**src/rtl/data_cache_if.sv**
```systemverilog
// Core-side request/response and backing-memory bus of the data cache.
// slave is the cache's view; master is the core plus memory environment.
interface data_cache_if;
  logic        core_enabled_i;
  logic [29:0] core_address_i;
  logic [3:0]  core_write_en_i;
  logic [31:0] core_data_i;
  logic [31:0] core_data_o;
  logic        core_blocking_n_o;
  logic        mem_req_o;
  logic        mem_we_o;
  logic [29:0] mem_addr_o;
  logic [31:0] mem_wdata_o;
  logic [3:0]  mem_wstrb_o;
  logic [31:0] mem_rdata_i;
  logic        mem_ack_i;

  modport slave (
    input  core_enabled_i, core_address_i, core_write_en_i, core_data_i,
    output core_data_o, core_blocking_n_o,
    output mem_req_o, mem_we_o, mem_addr_o, mem_wdata_o, mem_wstrb_o,
    input  mem_rdata_i, mem_ack_i
  );

  modport master (
    output core_enabled_i, core_address_i, core_write_en_i, core_data_i,
    input  core_data_o, core_blocking_n_o,
    input  mem_req_o, mem_we_o, mem_addr_o, mem_wdata_o, mem_wstrb_o,
    output mem_rdata_i, mem_ack_i
  );
endinterface

```
**src/rtl/data_cache.sv**
```systemverilog
// Direct-mapped, one-word-per-line, write-through/no-write-allocate data cache
// with zero-latency load hits and load hit/miss counters.
module data_cache #(
  parameter int unsigned LINES = 16,
  parameter int unsigned IDX_W = $clog2(LINES)
) (
  input  logic              clk_i,
  input  logic              rst_i,
  data_cache_if.slave       bus,
  input  logic              invalidate_i,
  output logic [31:0]       hit_count_o,
  output logic [31:0]       miss_count_o
);

  localparam int unsigned TAG_W = 30 - IDX_W;

  localparam logic [1:0] S_IDLE    = 2'd0;
  localparam logic [1:0] S_RD_MISS = 2'd1;
  localparam logic [1:0] S_WR_THRU = 2'd2;
  localparam logic [1:0] S_DONE    = 2'd3;

  logic [1:0]       r_state;
  logic [LINES-1:0] r_valid;
  logic [TAG_W-1:0] r_tag  [LINES];
  logic [31:0]      r_data [LINES];
  logic [31:0]      r_ldata;
  logic [31:0]      r_hits;
  logic [31:0]      r_misses;

  logic [IDX_W-1:0] w_idx;
  logic [TAG_W-1:0] w_tag;
  logic             w_idle;
  logic             w_busy;
  logic             w_store;
  logic             w_load;
  logic             w_inv;
  logic             w_hit;

  assign w_idx   = bus.core_address_i[IDX_W-1:0];
  assign w_tag   = bus.core_address_i[29:IDX_W];
  assign w_idle  = (r_state == S_IDLE);
  assign w_busy  = (r_state == S_RD_MISS) || (r_state == S_WR_THRU);
  assign w_store = |bus.core_write_en_i;
  assign w_load  = bus.core_enabled_i && !w_store;
  assign w_inv   = invalidate_i && w_idle;
  // A load arriving together with an invalidate must see the line as gone.
  assign w_hit   = r_valid[w_idx] && (r_tag[w_idx] == w_tag) && !w_inv;

  assign bus.core_blocking_n_o = !rst_i ||
      !(w_busy || (w_idle && bus.core_enabled_i && (w_store || !w_hit)));
  assign bus.core_data_o = (w_idle && w_load && w_hit) ? r_data[w_idx] : r_ldata;

  assign bus.mem_req_o   = w_busy;
  assign bus.mem_we_o    = (r_state == S_WR_THRU);
  assign bus.mem_addr_o  = bus.core_address_i;
  assign bus.mem_wdata_o = bus.core_data_i;
  assign bus.mem_wstrb_o = (r_state == S_WR_THRU) ? bus.core_write_en_i : '0;

  assign hit_count_o  = r_hits;
  assign miss_count_o = r_misses;

  always_ff @(posedge clk_i or negedge rst_i) begin
    if (!rst_i) begin
      r_state  <= S_IDLE;
      r_valid  <= '0;
      r_ldata  <= '0;
      r_hits   <= '0;
      r_misses <= '0;
    end else begin
      case (r_state)
        S_IDLE: begin
          if (w_inv) r_valid <= '0;
          if (bus.core_enabled_i) begin
            if (w_store) begin
              r_state <= S_WR_THRU;
            end else if (w_hit) begin
              r_hits <= r_hits + 32'd1;
            end else begin
              r_misses <= r_misses + 32'd1;
              r_state  <= S_RD_MISS;
            end
          end
        end
        S_RD_MISS: begin
          if (bus.mem_ack_i) begin
            r_valid[w_idx] <= 1'b1;
            r_ldata        <= bus.mem_rdata_i;
            r_state        <= S_DONE;
          end
        end
        S_WR_THRU: begin
          if (bus.mem_ack_i) r_state <= S_DONE;
        end
        default: r_state <= S_IDLE;
      endcase
    end
  end

  // Line payload carries no reset; only the valid bits gate its use.
  always_ff @(posedge clk_i) begin
    if ((r_state == S_RD_MISS) && bus.mem_ack_i) begin
      r_tag[w_idx]  <= w_tag;
      r_data[w_idx] <= bus.mem_rdata_i;
    end else if ((r_state == S_WR_THRU) && bus.mem_ack_i && w_hit) begin
      for (int unsigned b = 0; b < 4; b++) begin
        if (bus.core_write_en_i[b]) r_data[w_idx][8*b +: 8] <= bus.core_data_i[8*b +: 8];
      end
    end
  end

endmodule

```
**src/flat_wrapper.sv**
```systemverilog
// flat-port wrapper written by rule: the top's interface ports become plain ports
module data_cache_flat 
#(
  parameter int unsigned LINES = 16,
  parameter int unsigned IDX_W = $clog2(LINES)
)
  (clk_i, rst_i, invalidate_i, hit_count_o, miss_count_o, bus_core_enabled_i, bus_core_address_i, bus_core_write_en_i, bus_core_data_i, bus_core_data_o, bus_core_blocking_n_o, bus_mem_req_o, bus_mem_we_o, bus_mem_addr_o, bus_mem_wdata_o, bus_mem_wstrb_o, bus_mem_rdata_i, bus_mem_ack_i);
  data_cache_if bus_i ();
  input  logic clk_i;
  input  logic rst_i;
  input  logic invalidate_i;
  output logic [31:0] hit_count_o;
  output logic [31:0] miss_count_o;
  input wire logic [$bits(bus_i.core_enabled_i)-1:0] bus_core_enabled_i;
  input wire logic [$bits(bus_i.core_address_i)-1:0] bus_core_address_i;
  input wire logic [$bits(bus_i.core_write_en_i)-1:0] bus_core_write_en_i;
  input wire logic [$bits(bus_i.core_data_i)-1:0] bus_core_data_i;
  output wire logic [$bits(bus_i.core_data_o)-1:0] bus_core_data_o;
  output wire logic [$bits(bus_i.core_blocking_n_o)-1:0] bus_core_blocking_n_o;
  output wire logic [$bits(bus_i.mem_req_o)-1:0] bus_mem_req_o;
  output wire logic [$bits(bus_i.mem_we_o)-1:0] bus_mem_we_o;
  output wire logic [$bits(bus_i.mem_addr_o)-1:0] bus_mem_addr_o;
  output wire logic [$bits(bus_i.mem_wdata_o)-1:0] bus_mem_wdata_o;
  output wire logic [$bits(bus_i.mem_wstrb_o)-1:0] bus_mem_wstrb_o;
  input wire logic [$bits(bus_i.mem_rdata_i)-1:0] bus_mem_rdata_i;
  input wire logic [$bits(bus_i.mem_ack_i)-1:0] bus_mem_ack_i;
  assign bus_i.core_enabled_i = bus_core_enabled_i;
  assign bus_i.core_address_i = bus_core_address_i;
  assign bus_i.core_write_en_i = bus_core_write_en_i;
  assign bus_i.core_data_i = bus_core_data_i;
  assign bus_core_data_o = bus_i.core_data_o;
  assign bus_core_blocking_n_o = bus_i.core_blocking_n_o;
  assign bus_mem_req_o = bus_i.mem_req_o;
  assign bus_mem_we_o = bus_i.mem_we_o;
  assign bus_mem_addr_o = bus_i.mem_addr_o;
  assign bus_mem_wdata_o = bus_i.mem_wdata_o;
  assign bus_mem_wstrb_o = bus_i.mem_wstrb_o;
  assign bus_i.mem_rdata_i = bus_mem_rdata_i;
  assign bus_i.mem_ack_i = bus_mem_ack_i;
  data_cache #(.LINES(LINES), .IDX_W(IDX_W)) u_core (.clk_i(clk_i), .rst_i(rst_i), .bus(bus_i), .invalidate_i(invalidate_i), .hit_count_o(hit_count_o), .miss_count_o(miss_count_o));
endmodule
```
**config.mk**
```make
export PLATFORM = sky130hd
export DESIGN_NAME = data_cache_flat
export DESIGN_NICKNAME = d
export VERILOG_FILES = /design/src/rtl/data_cache_if.sv /design/src/rtl/data_cache.sv /design/src/flat_wrapper.sv
export SDC_FILE = /design/constraint.sdc
export NUM_CORES = 1
export LEC_CHECK = 0
export CORE_MARGIN = 4
export CORE_UTILIZATION = 26
export DETAILED_ROUTE_END_ITERATION = 16
export SLEW_MARGIN = 20
export SYNTH_ARGS = -nofsm -noshare
export SYNTH_HDL_FRONTEND = slang
export SYNTH_SLANG_ARGS = --single-unit
```
**constraint.sdc**
```tcl
create_clock -name clk_i -period 7.1 [get_ports clk_i]
set_input_delay 2.13 -clock clk_i [delete_from_list [all_inputs] [get_ports clk_i]]
set_output_delay 2.13 -clock clk_i [all_outputs]
set_load 0.02 [all_outputs]
```
---- After elaboration in Yosys (flattened, before gate mapping) ----
Memory sizes are Yosys's and may differ from the RTL's.
Cells that the tools add are included.
word-level totals
  output and inout bits ................... 165
  input port bits ......................... 103
  memories ................................ 2
  logic and storage cells ................. 92
  register bits after elaboration ......... 114
  memory bits (writable) .................. 928
memory list
  memory         depth  bits a word  rd ports  clocked after Yosys merged registers in  wr ports  line              RTL
  u_core.r_data  16     32           1         0                                        1         data_cache.sv:25  logic [31:0] r_data [LINES];
  u_core.r_tag   16     26           1         0                                        1         data_cache.sv:24  logic [TAG_W-1:0] r_tag [LINES];
cells by class
  bitwise gates (word level) .............. 7
  reduce and logical (&&, ||, !) cells .... 30
  order comparisons ....................... 2
  mux-type cells .......................... 36
  equal/unequal tests ..................... 8
  add/subtract/negate cells ............... 2
operator list
  kind                     number
  $add A32 B1 Y32 const B  2
  $mux W16                 2
  $mux W32                 1
  $mux W8                  4
  $pmux W16 S2             1
  $eq A26 B26 Y1           1
  $mux W1                  20
  $or A16 B16 Y16          1
  $logic_and A1 B1 Y1      12
  $mux W2                  4
  $reduce_and A4 Y1        2
  $ne A2 B2 Y1 const B     3
  $reduce_and A3 Y1        2
  $logic_not A1 Y1         5
  $lt A4 B5 Y1 const B     1
  $bmux W1 S4              1
  $demux W1 S4             1
  $ge A4 B1 Y1 const B     1
  $logic_or A1 B1 Y1       4
  $mux W4                  1
  $or A1 B1 Y1             4
  $pmux W2 S2              1
  $reduce_or A4 Y1         1
  $ne A3 B3 Y1 const B     1
  8 further kinds          9

---- Logic depth before layout (Yosys ltp) ----
Gate-level depths: netlist of the first run.
  depth in word-level cells ............... 10
  gate-level depth with buffers ........... 16
  depth with buffers taken out ............ 10

---- Worst setup path after synthesis of the first run ----
Ideal clock, no wire load.
  kind .................................... input to output
  start point ............................. input port bus_core_address_i[0]
  end point ............................... output port bus_core_data_o[22]
  stages .................................. 8
  data arrival time ....................... 5.101 ns
  slack ................................... -0.131 ns
  required time ........................... 4.970 ns
  path through ............................ buf_2 > buf_2 > clkbuf_1 > buf_2 > clkbuf_1 > mux4_2 > mux4_2 > mux2_2
on the way
  longest elaborated chain between the ends .. 6
  elaborated cells on any way between the ends .. 9
  classes of those cells .................. eq/ne: 1; mux: 3; reduce/logical: 3; memory: 2
RTL lines
  what                                                   line                RTL
  from (decl)                                            flat_wrapper.sv:15  input wire logic [$bits(bus_i.core_address_i)-1:0] bus_core_address_i;
  $mem_v2 Z16 W26 / $bmux W1 S4 (equally long branches)  n/a
  $eq A26 B26 Y1 / $mux W1 (equally long branches)       data_cache.sv:47    assign w_hit = r_valid[w_idx] && (r_tag[w_idx] == w_tag) && !w_inv;
  $logic_and A1 B1 Y1 (2 in series)                      data_cache.sv:47
  $logic_and A1 B1 Y1                                    data_cache.sv:51    assign bus.core_data_o = (w_idle && w_load && w_hit) ? r_data[w_idx] : r_ldata;
  $mux W32 *                                             data_cache.sv:51
  to (decl)                                              flat_wrapper.sv:18  output wire logic [$bits(bus_i.core_data_o)-1:0] bus_core_data_o;
Every way passes the cells marked *; elsewhere a longest branch is shown, timed or not. The select of a mux whose other input is x is not followed.

---- Worst setup path in the final report of the first run ----
  start point ............................. input port bus_core_address_i[1]
  end point ............................... output port bus_core_data_o[30]
The elaborated chain is that of the path after synthesis.

==> metrics.csv, run 1 <==
metric,value,unit
share of layout cells above drive strength 1,30.55,%
Max Cap Viol,0,
main area contributors after synthesis,"edfxtp_1, mux4_2, dfrtp_1",
# clock sinks,1042,
reg2reg end,u_core.r_data[2][15],
cell family with most CP delay,buffers and inverters,
Hold WC Path Type,reg2reg,
r2r setup slk,2850,ps
synth warn,0,
hold_buf cts,0,
Detailed Route Iter0 Violations,1964,
drt pass-1 iters,6,
Initial Utilization,26.22,%
Post-DRT Antenna Nets,0,
FP Rows,148,
Syn Inst Count,2275,
CP Max Fanout,6,
Die ar.,0.1713,mm2
Reg2Reg Depth,12,
CP peak stage delay,310,ps
largest net degree at the start of global routing,69,
Worst Tran Pin Value,1109,ps
Slew HR,25.67,%
CP bufs+invs,10,
drt total wl,115900,um
WP data required,4970,ps
Critical Path Stages,18,
number of enable flip-flop cells after synthesis,928,
Synth Register Bits,1042,
GRT overflow,0,
fillcell total,15630,
Max VDD drop,0.2184,mV
GRT Resource Usage Total,13.32,%
CTS tree,yes,
CP Launch Point,bus_core_address_i[1],
"Setup violations, final",33,
DRC,0,
"Clk Latency, worst-skew pair",750,ps
post-synthesis sequential area ratio,71.73,%
WL per Instance,22.89,um
Vias,23200,
width of the chip,413.9,um
cell taking the most area after synthesis,edfxtp_1,
CTS H-tree depth,3,
final setup TNS,-6467,ps
CP Launch Type,primary input,
routed vias/inst,4.582,
pins over their slew limit,0,
PD cells,270.4,mW/mm2
Final Cycle Share,103.5,%
max frequency,136.1,MHz
final-stage net count,2902,
Leak,0.01852,uW
Clock Skew,58.47,ps
RSZ-0062 raised after global routing,yes,
Critical R2R Launch,u_core.r_tag[5][11],
Max clock buf depth,3,
FF/Latch Area,0.03072,mm2
Core Region,0.1633,mm2
die height,413.9,um
CTS Buf Count,109,
CP Data Arrival Time,5220,ps
ys flop type,edfxtp_1,
Post-DP HPWL,75340,um
Synth top area share,65.07,%
crit-path cells,buf_16 > buf_16 > buf_12 > buf_8 > mux2_4 > o22ai_2 > o211ai_1 > nor4b_4 > buf_4 > nand4_1 > nor3b_2 > buf_4 > nand4bb_4 > buf_12 > buf_12 > buf_12 > mux2_4 > buf_6,
final hold vios,0,
CP endpoint kind,output pin,
Crit path top cell by count,buf_12,
area grow syn2layout,26.33,%
clk root buf,clkbuf_16,
IO Port Bufs,267,
Total Power,14630,uW
Final min period,7349,ps
crit path capture,bus_core_data_o[30],
cell area after synthesis,0.04283,mm2
Mapped Nets,2384,
initial antenna violation count,3,
clock slew at reported path FFs,60,ps
vias in the first global route,23820,
outcome,finished with violations,
routability cong.,0.8080,
failing checks,negative setup slack,
CP max-delay cell,mux2_4,
"Async S/R FF share, synth",10.94,%
worst setup margin,-248.7,ps
Multi-input gate area,0.01132,mm2
Crit Path Class,in2out,
I/O pins,268,
Synth cell types,70,
global-route wire length before repair,166800,um
"Avg Cell Area, Syn",18.83,um2
[layout make-up]
type / count / area share (%)
multi-input cells: 1040 / 20.92
clock inverters: 70 / 1.360
well taps: 2175 / 5.030
flip-flops and latches: 1042 / 56.78
diodes: 2 / 0.009250
clock buffers: 135 / 5.277
repair buffers: 585 / 10.53
inverters: 15 / 0.1041
[cell usage in the layout (no fill, tap or decap), drive strengths merged, types with 4 or more instances in the layout]
cell             n
nand2b          12
and4             7
buf            353
clkdlybuf4s50  229
a22oi           31
clkinv          47
mux4           226
o22ai            8
nor3b            6
mux2           113
nor4            20
xor2            59
nor2           120
and3            11
clkbuf         136
nand3           52
mux2i           90
a31oi            5
ha               6
a21oi           35
o221ai           4
bufinv           9
inv             19
nand4           15
and2             9
nand2           55
xnor2           27
nor2b           15
o21ai           13
clkinvlp        10
nor4b            5
dfrtp          114
nor3            44
edfxtp         928
a211oi           7
[how the worst min path moves through the flow]
stage / from / end / cells after the start
after floorplan: u_core.r_valid[10] / u_core.r_valid[10] / 2
after global placement: u_core.miss_count_o[31] / u_core.miss_count_o[31] / 1
after detailed placement: u_core.miss_count_o[31] / u_core.miss_count_o[31] / 1
after CTS: u_core.miss_count_o[31] / u_core.miss_count_o[31] / 1
after global routing: u_core.miss_count_o[31] / u_core.miss_count_o[31] / 1
final: u_core.miss_count_o[31] / u_core.miss_count_o[31] / 1
[through the flow]
step	instances	hold slack [ps]	worst slack [ps]	utilization, %	cell area (um2)
2_1_floorplan	2275	457.3	50.89	-	42840
3_3_place_gp	4835	456.2	-773.6	30.51	49830
3_5_place_dp	4835	468.8	-798.0	30.51	49830
4_1_cts	5058	480.7	-190.5	33.04	53970
5_1_grt	5064	501.1	-380.4	33.13	54110
6_report	5064	473.8	-248.7	33.13	54110
[logic make-up (layout without fill, tap and decap cells)]
kind of cell               after synthesis  count (layout)  synth area share, %
DFF                                   1042            1042                71.73
muxes                                  429             429                16.96
and+or+nand+nor                        387             387                4.590
buffers and inverters                  193             805                2.656
AOI/OAI and AO/OA                      132             132                2.136
xor gates and xnor gates                86              86                1.759
adders and majority gates                6               6               0.1753
other                                    0               2                    0
[synth_stat cells, types with 11 or more instances]
master and instances:
dfrtp_1 114, nand3_1 52, edfxtp_1 928, mux4_2 226
buf_2 27, nor4_1 17, a22oi_1 31, xor2_1 59
inv_1 14, a21oi_1 31, nor3_1 44, nand2_1 55
and3_1 11, xnor2_1 27, mux2_1 33, nor2b_1 15
mux2_2 80, mux2i_1 90, nand2b_1 12, buf_4 83
nand4_1 15, o21ai_0 11, nor2_1 119, clkbuf_1 49
[repair_timing]
action | 4_1_cts | 5_1_grt
setup endpoints to repair | 33 | 33
buffers inserted | 15 | 6
pin swaps | 8 | 5
gates cloned | 6 | 1
resized for setup | 213 | 35
[registers in the layout, indices dropped and copies added, names as in the netlist]
register and flops:
u_core.miss_count_o 32, u_core.r_data 512, u_core.r_valid 16, u_core.r_ldata 32
u_core.r_tag 416, u_core.r_state 2, u_core.hit_count_o 32
[per-layer routing]
metal	global-route usage (%)	vias up	part of all wire [%]
li1	-	10150	-
met2	22.66	729	50
met5	0	-	0.011
met3	2.668	186	5.9
met1	16.95	12130	41
met4	4.474	2	3.2
[power by group]
| group | internal, uW | switching [uW] | leakage (uW) | total [uW] |
|---|---|---|---|---|
| registers | 6900 | 94.9 | 0.00983 | 6990 |
| clock network | 3220 | 2510 | 0.00171 | 5730 |
| logic | 890 | 1020 | 0.00697 | 1910 |
| total | 11000 | 3630 | 0.0185 | 14600 |
[worst reg2reg max path: cells and delay by family, from the launching register on]
kind | cells | cell delay (ps)
buffers and inverters | 3 | 670
and+or+nand+nor | 3 | 820
muxes | 3 | 1260
DFF | 1 | 380
AOI/OAI and AO/OA | 2 | 580
xor gates and xnor gates | 1 | 160
No activity file was read; power rests on OpenSTA's default activity.
==> inputs of run 2 (changes only) <==
--- a/config.mk
+++ b/config.mk
@@ -9,4 +9,6 @@
 export CORE_UTILIZATION = 26
 export DETAILED_ROUTE_END_ITERATION = 16
+export PLACE_DENSITY_LB_ADDON = 0.05
+export SKIP_LAST_GASP = 1
 export SLEW_MARGIN = 20
 export SYNTH_ARGS = -nofsm -noshare
==> constraint.sdc (replaced) <==
create_clock -name clk_i -period 7.1 [get_ports clk_i]
set_input_delay 2.13 -clock clk_i [delete_from_list [all_inputs] [get_ports clk_i]]
set_output_delay 2.13 -clock clk_i [all_outputs]
set_load 0.01 [all_outputs]
==> metrics.csv, run 2 (synthesized netlist as in run 1, its figures left out) <==
metric,value,unit,change
Max VDD drop,0.1897,mV,-13%
Max clock buf depth,3,,unchanged
Post-Place Setup Slack,-1079,ps,-281.3 ps
drt total wl,135800,um,+17%
CP peak stage delay,530,ps,+220 ps
die height,413.9,um,unchanged
number of flip-flops in the largest register,512,,unchanged
clock slew at reported path FFs,60,ps,about the same
finished layout cell area,0.05482,mm2,+1.3%
reg2reg end,u_core.r_data[6][3],,
IO Port Bufs,267,,unchanged
routability cong.,0.7801,,-3.5%
CTS Buf Count,121,,+11%
Vias,23280,,+0.31%
Total Power,15000,uW,+2.5%
CTS tree,yes,,
CP Max Fanout,8,,+2
Reg2Reg Depth,12,,unchanged
clk root buf,clkbuf_16,,
FF/Latch Area,0.03072,mm2,unchanged
# clock sinks,1042,,unchanged
fillcell total,15720,,+0.56%
Reg with most FFs,u_core.r_data,,
WL per Instance,26.55,um,+16%
routed vias/inst,4.552,,-0.67%
Leak,0.01892,uW,+2.2%
Multi-input gate area,0.01142,mm2,+0.87%
r2r setup slk,2850,ps,about the same
CP Data Arrival Time,5340,ps,+120 ps
most frequent cells in the layout,"edfxtp_1, buf_4, clkdlybuf4s50_1",,
DP Cell Count,4859,,+0.50%
RSZ-0062 raised after global routing,yes,,
largest net degree at the start of global routing,65,,-5.8%
pins over their slew limit,0,,unchanged
CTS H-tree depth,3,,unchanged
Post-DP HPWL,88140,um,+17%
WP data required,4970,ps,about the same
Core Region,0.1633,mm2,unchanged
I/O pins,268,,unchanged
vias in the first global route,24930,,+4.6%
PD cells,273.6,mW/mm2,+1.2%
global-route wire length before repair,189500,um,+14%
Max Cap Viol,0,,unchanged
Worst Tran Pin Value,1081,ps,-27.59 ps
initial antenna violation count,2,,-1
share of layout cells above drive strength 1,31.69,%,+1.1 points
CP Launch Point,bus_core_address_i[1],,
"Setup violations, final",33,,unchanged
final-stage net count,2942,,+1.4%
Initial Utilization,26.22,%,unchanged
drt pass-1 iters,5,,-1
DRC,0,,unchanged
crit-path cells,buf_16 > buf_6 > buf_16 > buf_12 > mux4_2 > mux4_2 > xnor2_2 > buf_6 > nand4_1 > nand4bb_4 > buf_12 > buf_12 > buf_8 > mux2_4 > buf_6,,
Detailed Route Iter0 Violations,1345,,-32%
Critical R2R Launch,u_core.r_tag[15][11],,
"Clk Latency, worst-skew pair",740,ps,about the same
crit path capture,bus_core_data_o[30],,
GRT overflow,0,,unchanged
placed instance area,0.05009,mm2,+0.52%
outcome,finished with violations,,
worst setup margin,-368.4,ps,-119.7 ps
Final Cycle Share,105.2,%,+1.7 points
Clock Skew,49.75,ps,-8.729 ps
GRT Resource Usage Total,15.68,%,+2.4 points
max frequency,133.9,MHz,-1.6%
FP Rows,148,,unchanged
CP Launch Type,primary input,,
width of the chip,413.9,um,unchanged
Final min period,7468,ps,+119.7 ps
area grow syn2layout,28.00,%,
CP max-delay cell,mux4_2,,
CP endpoint kind,output pin,,
failing checks,negative setup slack,,
count of non-filler cells in the finished layout,5114,,+0.99%
Post-DRT Antenna Nets,0,,unchanged
Hold WC Path Type,reg2reg,,
"most common cell after layout, fill and taps aside",edfxtp_1,,
Slew HR,27.65,%,+2.0 points
hold_buf cts,0,,unchanged
Die ar.,0.1713,mm2,unchanged
hold_ws,475.1,ps,+1.260 ps
Crit Path Class,in2out,,
Top Registers,"u_core.r_data x512, u_core.r_tag x416",,
final hold vios,0,,unchanged
## run 2: cell count changes in the layout (fill, tap and decap cells not counted), sizes merged, moves of 2 or more
cell,previous run,this run
clkinvlp,10,2
clkdlybuf4s15,0,6
clkinv,47,45
buf,353,370
inv,19,16
clkbuf,136,174
## run 2: worst min-delay path by stage
stage          cells past startpoint                    from  slack, ps                     end
3_5_place_dp                       1  u_core.hit_count_o[31]        470  u_core.hit_count_o[31]
5_1_grt                            1  u_core.hit_count_o[31]        500  u_core.hit_count_o[31]
2_1_floorplan                      2      u_core.r_valid[10]        460      u_core.r_valid[10]
3_3_place_gp                       1  u_core.hit_count_o[31]        460  u_core.hit_count_o[31]
6_report                           1  u_core.hit_count_o[31]        480  u_core.hit_count_o[31]
4_1_cts                            1  u_core.hit_count_o[31]        480  u_core.hit_count_o[31]
## run 2: power by group
group          internal [uW]  switching, uW
clock                   3670           2500
combinational            856            976
sequential              6900           98.9
total                  11400           3570
## run 2: routing by layer
metal  vias up  GRT usage (%)  part of all wire [%]
li1      10240              -                     -
met5         -              0                     0
met3       196          2.384                   3.3
met1     12390          20.28                    43
met2       458          27.05                    50
met4         0          4.868                   3.1
## run 2: timing repair
action / in CTS / in global routing
cloned: 5 / 0
buffers inserted: 20 / 7
resized for setup: 183 / 48
pin swaps: 17 / 22
setup endpoints to repair: 33 / 33
## run 2: per-stage QoR
step                      utilization (%)  setup TNS [ps]
after floorplan                         -               0
after global placement              30.67          -29830
after detailed placement            30.67          -31880
after CTS                           33.46          -11530
after global routing                33.56          -11740
final                               33.57           -8216
## run 2: layout make-up
| type | instances | area share, % |
|---|---|---|
| Antenna cell | 1 | 0.004565 |
| Clock buffer | 170 | 6.194 |
| Clock inverter | 58 | 1.027 |
| Inverter | 15 | 0.1027 |
| Multi-Input combinational cell | 1040 | 20.82 |
| Sequential cell | 1042 | 56.04 |
| Tap cell | 2175 | 4.964 |
| Timing Repair Buffer | 613 | 10.85 |
## run 2: critical path: cells and delay by family
kind          cells  cell delay, ps
mux               3            1370
buf+inv           9            1240
simple gates      2             360
xor+xnor          1             200
==> inputs of run 3 (changes only) <==
CORE_MARGIN = unset   (was 4)
==> metrics.csv, run 3 (synthesized netlist as in run 1, its figures left out) <==
metric,value,unit,change
Max Cap Viol,0,,unchanged
Hold WC Path Type,reg2reg,,
pins over their slew limit,0,,unchanged
drt total wl,135500,um,-0.18%
Post-DRT Antenna Nets,0,,unchanged
CTS Buf Count,130,,+7.4%
IO Port Bufs,267,,unchanged
cell family with most CP delay,buffers and inverters,,
Detailed Route Iter0 Violations,1478,,+9.9%
global-route wire length before repair,190400,um,+0.48%
GRT Resource Usage Total,16.21,%,+0.53 points
"most common cell after layout, fill and taps aside",edfxtp_1,,
FF/Latch Area,0.03072,mm2,unchanged
fillcell total,15560,,-1.0%
Post-Place Setup Slack,-972.6,ps,+106.7 ps
Max VDD drop,0.2158,mV,+14%
placed instance area,0.05007,mm2,about the same
Post-DP HPWL,86450,um,-1.9%
max frequency,136.7,MHz,+2.1%
Max clock buf depth,3,,unchanged
Worst Tran Pin Value,1026,ps,-54.86 ps
Initial Utilization,26.25,%,+0.030 points
FP Rows,148,,unchanged
number of flip-flops in the largest register,512,,unchanged
Multi-input gate area,0.01139,mm2,-0.22%
routed vias/inst,4.567,,+0.33%
Die ar.,0.1664,mm2,-2.9%
most frequent cells in the layout,"edfxtp_1, buf_4, clkdlybuf4s50_1",,
area grow syn2layout,28.31,%,
Leak,0.01904,uW,+0.64%
GRT overflow,0,,unchanged
RSZ-0062 raised after global routing,yes,,
Core Region,0.1631,mm2,-0.11%
Vias,23500,,+0.98%
Total Power,15170,uW,+1.1%
WP data required,4970,ps,about the same
outcome,finished with violations,,
CP max-delay cell,o31a_1,,
clk root buf,clkbuf_16,,
drt pass-1 iters,6,,+1
CP Max Fanout,7,,-1
die height,407.9,um,-1.4%
CP bufs+invs,8,,-1
finished layout cell area,0.05496,mm2,+0.24%
CTS tree,yes,,
I/O pins,268,,unchanged
vias in the first global route,24900,,-0.11%
hold_buf cts,0,,unchanged
DRC,0,,unchanged
CP endpoint kind,output pin,,
crit-path cells,buf_16 > buf_12 > buf_12 > nor2b_2 > buf_6 > a22o_1 > o31a_1 > nor4_4 > a31oi_4 > nor3b_4 > nand4bb_4 > buf_12 > buf_16 > buf_12 > mux2_4 > buf_6,,
final hold vios,0,,unchanged
CP Launch Type,primary input,,
Top Registers,"u_core.r_data x512, u_core.r_tag x416",,
worst setup margin,-214.7,ps,+153.6 ps
CP Data Arrival Time,5180,ps,-160 ps
Crit Path Class,in2out,,
Clock Skew,27.67,ps,-22.08 ps
share of layout cells above drive strength 1,32.65,%,+0.96 points
Final Cycle Share,103.0,%,-2.2 points
largest net degree at the start of global routing,65,,unchanged
PD cells,276.0,mW/mm2,+0.89%
clock slew at reported path FFs,50,ps,about the same
"Setup violations, final",33,,unchanged
WL per Instance,26.33,um,-0.82%
routability cong.,0.7909,,+1.4%
initial antenna violation count,7,,+5
Final min period,7315,ps,-153.6 ps
CP peak stage delay,330,ps,-200 ps
CTS H-tree depth,4,,+1
Slew HR,31.41,%,+3.8 points
failing checks,negative setup slack,,
Crit path top cell by count,buf_12,,
final-stage net count,2979,,+1.3%
width of the chip,407.9,um,-1.4%
"Clk Latency, worst-skew pair",740,ps,about the same
# clock sinks,1042,,unchanged
Reg with most FFs,u_core.r_data,,
run 3: cell count changes in the layout (fill, tap and decap cells not counted), moves of 4 or more:
cell | before | now
clkbuf_16 | 124 | 138
o22ai_1 | 4 | 8
buf_4 | 288 | 326
mux2i_1 | 88 | 84
o22ai_2 | 4 | 0
buf_2 | 8 | 1
buf_12 | 32 | 28
clkbuf_2 | 4 | 29
inv_6 | 2 | 6
clkbuf_8 | 12 | 3
buf_6 | 30 | 15
mux2i_2 | 1 | 5
clkdlybuf4s15_2 | 6 | 0
run 3: cell type report:
class	count	area share [%]
Clock buffer	171	6.487
Sequential cell	1042	55.90
Inverter	15	0.1025
Tap cell	2175	4.952
Antenna cell	1	0.004554
Timing Repair Buffer	641	10.82
Clock inverter	62	1.009
Multi-Input combinational cell	1040	20.73
run 3: per-stage QoR:
step | setup TNS (ps) | std cells | utilization (%) | hold WS, ps
after floorplan | 0 | 2275 | - | 457.3
after global placement | -33020 | 4869 | 30.69 | 465.6
after detailed placement | -30800 | 4869 | 30.69 | 468.5
after CTS | -10110 | 5130 | 33.57 | 479.8
after global routing | -9769 | 5147 | 33.69 | 498.6
final | -5421 | 5147 | 33.69 | 472.8
run 3: what timing repair did:
item | in CTS | in global routing
resized for setup | 102 | 90
gates cloned | 5 | 2
endpoints found under the setup margin | 33 | 33
endpoints found under the hold margin | 0 | 0
pin swaps | 13 | 16
buffers inserted | 25 | 14
run 3: power by group:
group          internal [uW]  leakage (uW)  switching (uW)
clock network           3800       0.00201            2600
registers               6900       0.00983             112
logic                    807       0.00720             952
run 3: routing by layer:
metal	part of all wire, %	vias up	wire (um)	track usage [%]
li1	-	10310	-	-
met1	43	12450	58940	20.94
met2	50	557	67830	27.57
met3	4.3	179	5881	3.310
met4	2.1	4	2857	4.233
met5	0.020	-	27	0
run 3: worst paths after layout:
| path | start | endpoint | slack, ps | cells past startpoint |
|---|---|---|---|---|
| setup / recovery | bus_core_address_i[1] | bus_core_data_o[10] | -210 | 16 |
| hold / removal | u_core.hit_count_o[31] | u_core.hit_count_o[31] | 470 | 1 |
| setup reg to reg | u_core.r_tag[14][11] | u_core.r_data[3][24] | 2820 | 12 |
| hold reg to reg | u_core.hit_count_o[31] | u_core.hit_count_o[31] | 470 | 1 |
| max in group asynchronous | rst_i | u_core.miss_count_o[29] | 4610 | 2 |
| min in group asynchronous | rst_i | u_core.r_ldata[26] | 1300 | 1 |
